==> config.mk <==
export PLATFORM = sky130hd
export DESIGN_NAME = fifo_wr_arbiter
export DESIGN_NICKNAME = d
export VERILOG_FILES = /design/src/rtl/fifo_wr_arbiter_pkg.sv /design/src/rtl/fifo_wr_arbiter_rr_pick.sv /design/src/rtl/fifo_wr_arbiter.sv
export SDC_FILE = /design/constraint.sdc
export NUM_CORES = 1
export LEC_CHECK = 0
export CAP_MARGIN = 20
export CELL_PAD_IN_SITES_DETAIL_PLACEMENT = 1
export CELL_PAD_IN_SITES_GLOBAL_PLACEMENT = 2
export CORE_MARGIN = 2
export CORE_UTILIZATION = 13
export DETAILED_ROUTE_END_ITERATION = 8
export PLACE_DENSITY = 0.87
export SYNTH_ARGS = -nofsm -noshare
export SYNTH_HDL_FRONTEND = slang
export SYNTH_SLANG_ARGS = --single-unit
==> constraint.sdc <==
create_clock -name wr_clk -period 2.4 [get_ports wr_clk]
set_input_delay 0.36 -clock wr_clk [delete_from_list [all_inputs] [get_ports wr_clk]]
set_output_delay 0.36 -clock wr_clk [all_outputs]
set_load 0.005 [all_outputs]
==> src/rtl/fifo_wr_arbiter_pkg.sv <==
// ---------------------------------------------------------------------------
// fifo_wr_arbiter_pkg
// Shared definitions for the FIFO write-port arbiter and its round-robin
// picker: a constant-evaluable clog2, the IDLE/BURST state encoding and the
// default sizing constants.
// ---------------------------------------------------------------------------
package fifo_wr_arbiter_pkg;

    localparam int DEF_NUM_REQ    = 4;
    localparam int DEF_DATA_WIDTH = 32;
    localparam int DEF_MAX_BEATS  = 16;

    typedef enum logic {
        ST_IDLE  = 1'b0,
        ST_BURST = 1'b1
    } arb_state_t;

    // Ceiling log2, usable in parameter and port-width expressions.
    // Returns 0 for values <= 1.
    function automatic int clog2(input int value);
        int res;
        int v;
        res = 0;
        v   = value - 1;
        while (v > 0) begin
            res = res + 1;
            v   = v >> 1;
        end
        return res;
    endfunction

endpackage

==> src/rtl/fifo_wr_arbiter_rr_pick.sv <==
// ---------------------------------------------------------------------------
// fifo_wr_arbiter_rr_pick (rr_pick)
// Combinational round-robin priority pick: the winner is the first asserted
// request at or after ptr, wrapping modulo N.
//
// Ports:
//   req      in  N      request vector
//   ptr      in  IW     highest-priority index this round (must be < N)
//   onehot   out N      one-hot winner, zero when no request
//   idx      out IW     winner index, zero when no request
//   any_req  out 1      at least one request asserted
// ---------------------------------------------------------------------------
module fifo_wr_arbiter_rr_pick
    import fifo_wr_arbiter_pkg::*;
#(
    parameter int N = DEF_NUM_REQ
) (
    input  logic [N-1:0]          req,
    input  logic [clog2(N)-1:0]   ptr,
    output logic [N-1:0]          onehot,
    output logic [clog2(N)-1:0]   idx,
    output logic                  any_req
);

    localparam int IW = clog2(N);

    logic [2*N-1:0] dbl;
    logic [N-1:0]   rot;
    logic [IW-1:0]  off;
    logic [IW:0]    sum;

    always_comb begin
        // Rotate so that bit 0 of rot is request[ptr]; the first set bit of
        // rot is then the offset of the winner from ptr.
        dbl     = {req, req} >> ptr;
        rot     = dbl[N-1:0];
        any_req = 1'b0;
        off     = '0;
        for (int i = 0; i < N; i++) begin
            if (!any_req && rot[i]) begin
                any_req = 1'b1;
                off     = IW'(i);
            end
        end

        // ptr + off is below 2N, so a single conditional subtract wraps it.
        sum = {1'b0, ptr} + {1'b0, off};
        if (sum >= (IW+1)'(N)) begin
            sum = sum - (IW+1)'(N);
        end
        idx = sum[IW-1:0];

        onehot = '0;
        for (int i = 0; i < N; i++) begin
            onehot[i] = any_req && (idx == IW'(i));
        end
    end

endmodule

==> src/rtl/fifo_wr_arbiter.sv <==
// ---------------------------------------------------------------------------
// fifo_wr_arbiter
// Shares the single write port of a FIFO among NUM_REQ requesters. Grants are
// round-robin at burst granularity and a burst is never interrupted by another
// requester. A watchdog forces release after MAX_BEATS accepted beats.
//
// Ports:
//   wr_clk        in  1                   write-domain clock
//   wr_rst        in  1                   synchronous reset, active-high
//   req_valid     in  NUM_REQ             per-requester beat valid
//   req_last      in  NUM_REQ             per-requester last beat of burst
//   req_data      in  NUM_REQ*DATA_WIDTH  beat data, slice i = requester i
//   req_ready     out NUM_REQ             per-requester beat accepted
//   fifo_full     in  1                   registered FIFO full flag
//   fifo_wr_en    out 1                   FIFO write strobe
//   fifo_wr_data  out DATA_WIDTH          FIFO write data
//   grant         out NUM_REQ             one-hot owner, zero when idle
//   busy          out 1                   a grant is held
//   burst_err     out 1                   one-cycle pulse on watchdog release
//   err_id        out clog2(NUM_REQ)      owner of the last watchdog release
// ---------------------------------------------------------------------------
module fifo_wr_arbiter
    import fifo_wr_arbiter_pkg::*;
#(
    parameter int NUM_REQ    = DEF_NUM_REQ,
    parameter int DATA_WIDTH = DEF_DATA_WIDTH,
    parameter int MAX_BEATS  = DEF_MAX_BEATS
) (
    input  logic                          wr_clk,
    input  logic                          wr_rst,
    input  logic [NUM_REQ-1:0]            req_valid,
    input  logic [NUM_REQ-1:0]            req_last,
    input  logic [NUM_REQ*DATA_WIDTH-1:0] req_data,
    output logic [NUM_REQ-1:0]            req_ready,
    input  logic                          fifo_full,
    output logic                          fifo_wr_en,
    output logic [DATA_WIDTH-1:0]         fifo_wr_data,
    output logic [NUM_REQ-1:0]            grant,
    output logic                          busy,
    output logic                          burst_err,
    output logic [clog2(NUM_REQ)-1:0]     err_id
);

    localparam int IW = clog2(NUM_REQ);
    localparam int CW = clog2(MAX_BEATS);

    arb_state_t          state;
    logic [IW-1:0]       rr_ptr;
    logic [IW-1:0]       own_idx;
    logic [CW-1:0]       beat_cnt;

    logic [NUM_REQ-1:0]  pick_onehot;
    logic [IW-1:0]       pick_idx;
    logic                pick_any;

    logic                accept;
    logic                own_last;
    logic                cap_hit;
    logic [IW-1:0]       next_ptr;

    fifo_wr_arbiter_rr_pick #(
        .N (NUM_REQ)
    ) u_rr_pick (
        .req     (req_valid),
        .ptr     (rr_ptr),
        .onehot  (pick_onehot),
        .idx     (pick_idx),
        .any_req (pick_any)
    );

    // Owner-side decode. grant is all-zero in IDLE, so masking with grant
    // also forces the data mux and ready vector to zero there.
    always_comb begin
        accept   = (state == ST_BURST) && !fifo_full && |(req_valid & grant);
        own_last = |(req_last & grant);
        cap_hit  = (beat_cnt == CW'(MAX_BEATS - 1));
        next_ptr = (own_idx == IW'(NUM_REQ - 1)) ? '0 : own_idx + IW'(1);

        fifo_wr_en = accept;
        req_ready  = ((state == ST_BURST) && !fifo_full) ? grant : '0;

        fifo_wr_data = '0;
        for (int i = 0; i < NUM_REQ; i++) begin
            if (grant[i]) begin
                fifo_wr_data = req_data[i*DATA_WIDTH +: DATA_WIDTH];
            end
        end
    end

    always_ff @(posedge wr_clk) begin
        if (wr_rst) begin
            state     <= ST_IDLE;
            grant     <= '0;
            busy      <= 1'b0;
            own_idx   <= '0;
            rr_ptr    <= '0;
            beat_cnt  <= '0;
            burst_err <= 1'b0;
            err_id    <= '0;
        end else begin
            burst_err <= 1'b0;
            case (state)
                ST_IDLE: begin
                    // Arbitration cycle: no beat is accepted here.
                    if (pick_any) begin
                        state    <= ST_BURST;
                        grant    <= pick_onehot;
                        own_idx  <= pick_idx;
                        busy     <= 1'b1;
                        beat_cnt <= '0;
                    end
                end
                ST_BURST: begin
                    // Stalled or invalid cycles leave everything untouched.
                    if (accept) begin
                        if (own_last || cap_hit) begin
                            state    <= ST_IDLE;
                            grant    <= '0;
                            busy     <= 1'b0;
                            rr_ptr   <= next_ptr;
                            beat_cnt <= '0;
                            // A last on the MAX_BEATS-th beat is a clean end.
                            if (!own_last) begin
                                burst_err <= 1'b1;
                                err_id    <= own_idx;
                            end
                        end else begin
                            beat_cnt <= beat_cnt + CW'(1);
                        end
                    end
                end
                default: begin
                    state <= ST_IDLE;
                end
            endcase
        end
    end

endmodule

== Word-level counts from Yosys, hierarchy flattened ==
Index checks and enable logic that the tools add are counted.

* Bits in registers: 17
* Bits in latches: 0
* Memory bits (writable): 0
* Memory bits (read-only): 0
* Input bits: 139
* Word-level logic and storage cells: 82
* Memories: 0

* $add $sub $neg: 4
* Multipliers: 0
* Divide/modulo/power cells: 0
* Magnitude comparators: 1
* Equality and inequality tests: 8
* Shift-type cells: 1
* Multiplexer cells: 31
* Bitwise operators: 6
* Reductions and logical operators: 23

{| class="wikitable"
|+ Operator list
! operator !! number
|-
| $mux 32 || 4
|-
| $mux 4 || 7
|-
| $pmux 4 s2 || 2
|-
| $mux 1 || 12
|-
| $reduce_or 4->1 || 3
|-
| $logic_and 1x1->1 || 9
|-
| $and 4x4->4 || 2
|-
| $mux 2 || 4
|-
| $shr 8x2->4 || 1
|-
| $eq 2x2->1 const B || 3
|-
| $reduce_and 3->1 || 2
|-
| $add 4x1->4 const B || 1
|-
| $eq 4x4->1 const B || 1
|-
| $logic_not 1->1 || 4
|-
| $ne 2x2->1 const B || 2
|-
| $not 1->1 || 4
|-
| $pmux 1 s2 || 2
|-
| $reduce_and 2->1 || 2
|-
| $reduce_and 4->1 || 1
|-
| $add 2x2->3 || 1
|-
| $ge 3x3->1 const B || 1
|-
| $add 2x1->2 const B || 1
|-
| $eq 2x1->1 const B || 1
|-
| $logic_not 2->1 || 1
|-
| other kinds (3) || 3
|}

== Logic depth before layout (Yosys ltp) ==
* Word-level depth: 18
* Mapped depth: 10
* Depth with buffers taken out: 9

== Cells and area by module ==
From an unflattened synthesis, not the netlist that was laid out.

* Cells, all modules: 287
* Area, all modules: 2031.9 um2

{| class="wikitable"
|+ By module, submodules not included
! module !! instances !! cells each !! area each (um2) !! sequential area each (um2)
|-
| fifo_wr_arbiter || 1 || 247 || 1754.2 || 340.3
|-
| fifo_wr_arbiter_rr_pick || 1 || 40 || 277.8 || 0.0
|}

== Worst setup path before layout ==
No wires, ideal clock.

* Path kind: input port to flip-flop
* Start: input req_valid[0]
* End: register grant[1]
* Library setup time: 117 ps
* Data arrival time: 1826 ps
* Setup slack: 457 ps
* Cell stages on the path: 7
* Buffers on the path: 1
* Cell sequence: buf_4 > or4_1 > o2111ai_1 > ha_1 > xor2_1 > xnor2_1 > a32o_1

* Longest elaborated chain between the ends: 18
* Elaborated cells on any way between the ends: 28
* Classes of those cells: add/sub: 2; order compare: 1; eq/ne: 3; shift: 1; mux: 10; bitwise: 1; reduce/logical: 10

{| class="wikitable"
|+ Ends and longest elaborated chain
! element !! line !! source
|-
| from (decl) || fifo_wr_arbiter.sv:31 || <nowiki>input logic [NUM_REQ-1:0] req_valid,</nowiki>
|-
| $shr 8x2->4 || fifo_wr_arbiter_rr_pick.sv:35 || <nowiki>dbl = {req, req} >> ptr;</nowiki>
|-
| $mux 1 || fifo_wr_arbiter_rr_pick.sv:40 || <nowiki>if (!any_req && rot[i]) begin</nowiki>
|-
| $logic_not 1->1 || fifo_wr_arbiter_rr_pick.sv:40 ||
|-
| $logic_and 1x1->1 || fifo_wr_arbiter_rr_pick.sv:40 ||
|-
| $mux 1 || fifo_wr_arbiter_rr_pick.sv:40 ||
|-
| $logic_not 1->1 || fifo_wr_arbiter_rr_pick.sv:40 ||
|-
| $logic_and 1x1->1 || fifo_wr_arbiter_rr_pick.sv:40 ||
|-
| $mux 1 || fifo_wr_arbiter_rr_pick.sv:40 ||
|-
| [2 not listed] || -- ||
|-
| $mux 2 || fifo_wr_arbiter_rr_pick.sv:40 ||
|-
| $add 2x2->3 || fifo_wr_arbiter_rr_pick.sv:47 || <nowiki>sum = {1'b0, ptr} + {1'b0, off};</nowiki>
|-
| $ge 3x3->1 / $sub 2x1->2 (equally long branches) || fifo_wr_arbiter_rr_pick.sv:48, fifo_wr_arbiter_rr_pick.sv:49 ||
|-
| $mux 2 || fifo_wr_arbiter_rr_pick.sv:48 || <nowiki>if (sum >= (IW+1)'(N)) begin</nowiki>
|-
| $eq 2x1->1 || fifo_wr_arbiter_rr_pick.sv:55 || <nowiki>onehot[i] = any_req && (idx == IW'(i));</nowiki>
|-
| $logic_and 1x1->1 || fifo_wr_arbiter_rr_pick.sv:55 ||
|-
| $mux 4 || fifo_wr_arbiter.sv:105 || <nowiki>if (pick_any) begin</nowiki>
|-
| $pmux 4 s2 || fifo_wr_arbiter.sv:102 || <nowiki>case (state)</nowiki>
|-
| to (signal assigned) || fifo_wr_arbiter.sv:107 || <nowiki>grant <= pick_onehot;</nowiki>
|-
| to (decl) || fifo_wr_arbiter.sv:38 || <nowiki>output logic [NUM_REQ-1:0] grant,</nowiki>
|}

Several ways; a longest one is shown, not always the timed one. The select of a mux whose other input is x is not followed.
A chain may end at the register's enable or synchronous reset.

== Worst setup path in the final report ==
* Start: input req_valid[2]
* End: output fifo_wr_en

* Longest elaborated chain between the ends: 3

{| class="wikitable"
|+ Ends and longest elaborated chain
! element !! line !! source
|-
| $and 4x4->4 || fifo_wr_arbiter.sv:74 || <nowiki>accept = (state == ST_BURST) && !fifo_full && |(req_valid & grant);</nowiki>
|-
| $reduce_or 4->1 || fifo_wr_arbiter.sv:74 ||
|-
| $logic_and 1x1->1 || fifo_wr_arbiter.sv:74 ||
|-
| to (decl) || fifo_wr_arbiter.sv:36 || <nowiki>output logic fifo_wr_en,</nowiki>
|}

Every way passes these cells.

==> flow_metrics.tcl <==
set metrics [dict create \
    status "finished, final reports clean" \
    num-nets-final 616 \
    r2r_end "grant[1]" \
    fin_util_pct 28.7 \
    fp.dieH_um 125 \
    cp.arrival_ns 1.92 \
    syn_area_mm2 0.00190 \
    drt_first_pass_iters 4 \
    cpPeakStageDelay_ns 0.55 \
    htreeDepth 1 \
    yosysTopAreaCell "dfxtp_1" \
    layout_common_cells "clkdlybuf4s50_1, nor2_1, nand2_1" \
    drt_iter0_markers 75 \
    ys_ff_latch 17 \
    worstPathCellList "clkdlybuf4s50_1 > buf_4 > a22oi_1 > a21boi_2 > clkdlybuf4s50_1" \
    synth.area.top_cells "dfxtp_1, a22oi_1, a21oi_1, nor2_1, o21ai_0" \
    endpoint_kind "output pin" \
    dpl.cell_count 653 \
    synth_cells 296 \
    path_class "input pin to output pin" \
    clock_path_buffers 2 \
    vdd_ir_drop_max_uv 225 \
    p_leak_nw 1.60 \
    cp_max_fo 6 \
    cp.required_ns 2.04 \
    period_needed_ns 2.28 \
    final_common_cell "clkdlybuf4s50_1" \
    cp-start-kind "input pin" \
    seq_area_um2 343 \
    hold_path.class "register to register" \
    n_fill_cell 1718 \
    max-slew-margin-rel_pct 74.1 \
    grt_pass1_vias 2972 \
    wirelength_um 10400 \
    skew_ns 0.00442 \
    dp_hpwl_um 8320 \
    die_w_um 125 \
    area_growth_pct 117 \
    multiInputGateArea_mm2 0.00144 \
    clock_latency_ns 0.25 \
    track_usage_pct 12.7 \
    avgSynthCellArea_um2 6.41 \
    hold_viol 0 \
    min_from "busy" \
    grt-ovfl-total 0 \
    yosysUniqueCellTypes 42 \
    design.core.area_mm2 0.0144 \
    gp_congestion 0.822 \
    io_pins 184 \
    regToRegSetupSlack_ns 0.34 \
    grt_pass1_wl_um 16200 \
    drive_gt1_share_pct 6.98 \
    port_buffers 183 \
    cp_common_cell "clkdlybuf4s50_1" \
    ant_nets 0 \
    grt_max_degree 70 \
    hold_depth 2 \
    clk_pin_slew_ns 0.05 \
    synth_top_area_share_pct 17.9 \
    root_buffer "clkbuf_16" \
    initial_utilization_pct 13.2 \
    holdPathEnd "busy" \
    antenna_found_initial 0 \
    cts_inserted_buffers 3 \
    route.detailed.drc 0 \
    layout.cells.non_filler 657 \
    rsz0062_at_grt "true" \
    setup_violations 0 \
    maxSlewViolCount 0 \
    cts.sinks 17 \
    fmax_mhz 438 \
    diodes 0 \
    cts_tree "yes" \
    rows 44 \
    syn-num-nets 438 \
    hold_ws_ns 0.483 \
    yosysSeqAreaShare_pct 17.9 \
    holdBufCountCts 0 \
    ys_warn_count 0 \
    vias_per_cell 4.37 \
    worstMarginPinSlew_ns 0.387 \
    routedWlPerCell_um 15.8 \
    maxCapViolations 0 \
    r2r-start "rr_ptr[0]" \
    power_density_mw_per_mm2 310 \
    dieArea_mm2 0.0156 \
    rr_worst_depth 6 \
    post-route-period-util_pct 95.1 \
    vias 2869 \
    critPathSlowestCell "clkdlybuf4s50_1" \
]
critical path: cells and delay by family:
kind | cells | cell delay [ns]
AO/OA/AOI/OAI | 2 | 0.34
buffers and inverters | 3 | 1.22
flip-flops by register name, indices dropped and copies added, names as in the netlist:
name       cells
beat_cnt       4
burst_err      1
busy           1
err_id         2
grant          4
own_idx        2
rr_ptr         2
state          1
layer usage:
metal | GRT usage (%) | share of wire, % | vias up
met2 | 23.8 | 51 | 110
met5 | 0 | 0 | -
li1 | - | - | 1419
met3 | 1.89 | 5.3 | 13
met1 | 15.3 | 43 | 1327
met4 | 2.84 | 1.5 | 0
Yosys cell counts:
master,n
nand2b_1,1
buf_4,3
xnor2_1,1
buf_2,4
and2_1,4
dfxtp_1,17
o22ai_2,1
o21ai_1,1
nor3_1,2
o21a_1,2
nor3_2,1
nor4_1,1
buf_6,2
nand2_1,42
mux2i_1,5
clkbuf_1,18
a21boi_2,1
o21ai_0,36
ha_1,3
a32o_1,1
nor3b_1,1
and2b_1,1
o22ai_1,1
nor2_2,1
a21oi_1,38
a22oi_1,34
xor2_1,1
o211ai_1,3
a22o_1,2
o2111ai_1,1
or2_2,1
o41ai_2,1
a221oi_4,1
nor2b_1,5
nand3_1,3
a211oi_2,1
or4_1,1
nor2_1,49
a21boi_4,1
and3_1,2
nor4b_1,1
and3b_1,1
stage by stage:
stage          power [W]  area (um^2)  setup slack, ns  setup TNS (ns)
2_1_floorplan   0.000508         1900            0.457               0
3_3_place_gp    0.000929         4000         -0.00187        -0.00187
3_5_place_dp    0.000946         4000           -0.114          -0.427
4_1_cts          0.00129         4090           0.0359               0
5_1_grt          0.00136         4120         -0.00173        -0.00173
6_report         0.00128         4120            0.117               0
power breakdown:
part           switching (W)  internal, W  leakage (nW)
logic               0.000231     0.000403          1.42
registers          0.0000122     0.000293         0.140
clock network       0.000112     0.000226        0.0382
total               0.000354     0.000921          1.60
what timing repair did:
| item | 4_1_cts | 5_1_grt |
|---|---|---|
| buffers inserted | 0 | 0 |
| pin swaps | 0 | 0 |
| gates resized for setup | 4 | 30 |
| cloned | 0 | 0 |
| endpoints found under the setup margin | 9 | 21 |
logic make-up after synthesis:
kind of cell | share of synthesized area [%]
compound gates | 42.6
mux | 2.64
xor+xnor | 0.924
fa+ha+maj | 1.98
simple gates | 26.9
buf+inv | 6.99
flops | 17.9
final cells by class:
type | count | share of cell area [%]
sequential | 17 | 8.32
timing repair buffer | 200 | 49.3
clock buffer | 4 | 1.91
multi-input combinational | 252 | 34.9
tap | 184 | 5.59
worst max path at each step:
stage	startpoint	end	slack [ns]
after floorplan	req_valid[0]	grant[1]	0.46
after global placement	req_valid[0]	grant[1]	-0.002
after detailed placement	req_valid[0]	grant[3]	-0.11
after CTS	grant[1]	fifo_wr_data[5]	0.04
after global routing	grant[0]	fifo_wr_data[19]	-0.002
final	req_valid[2]	fifo_wr_en	0.12
(Power assumes the default switching activity.)
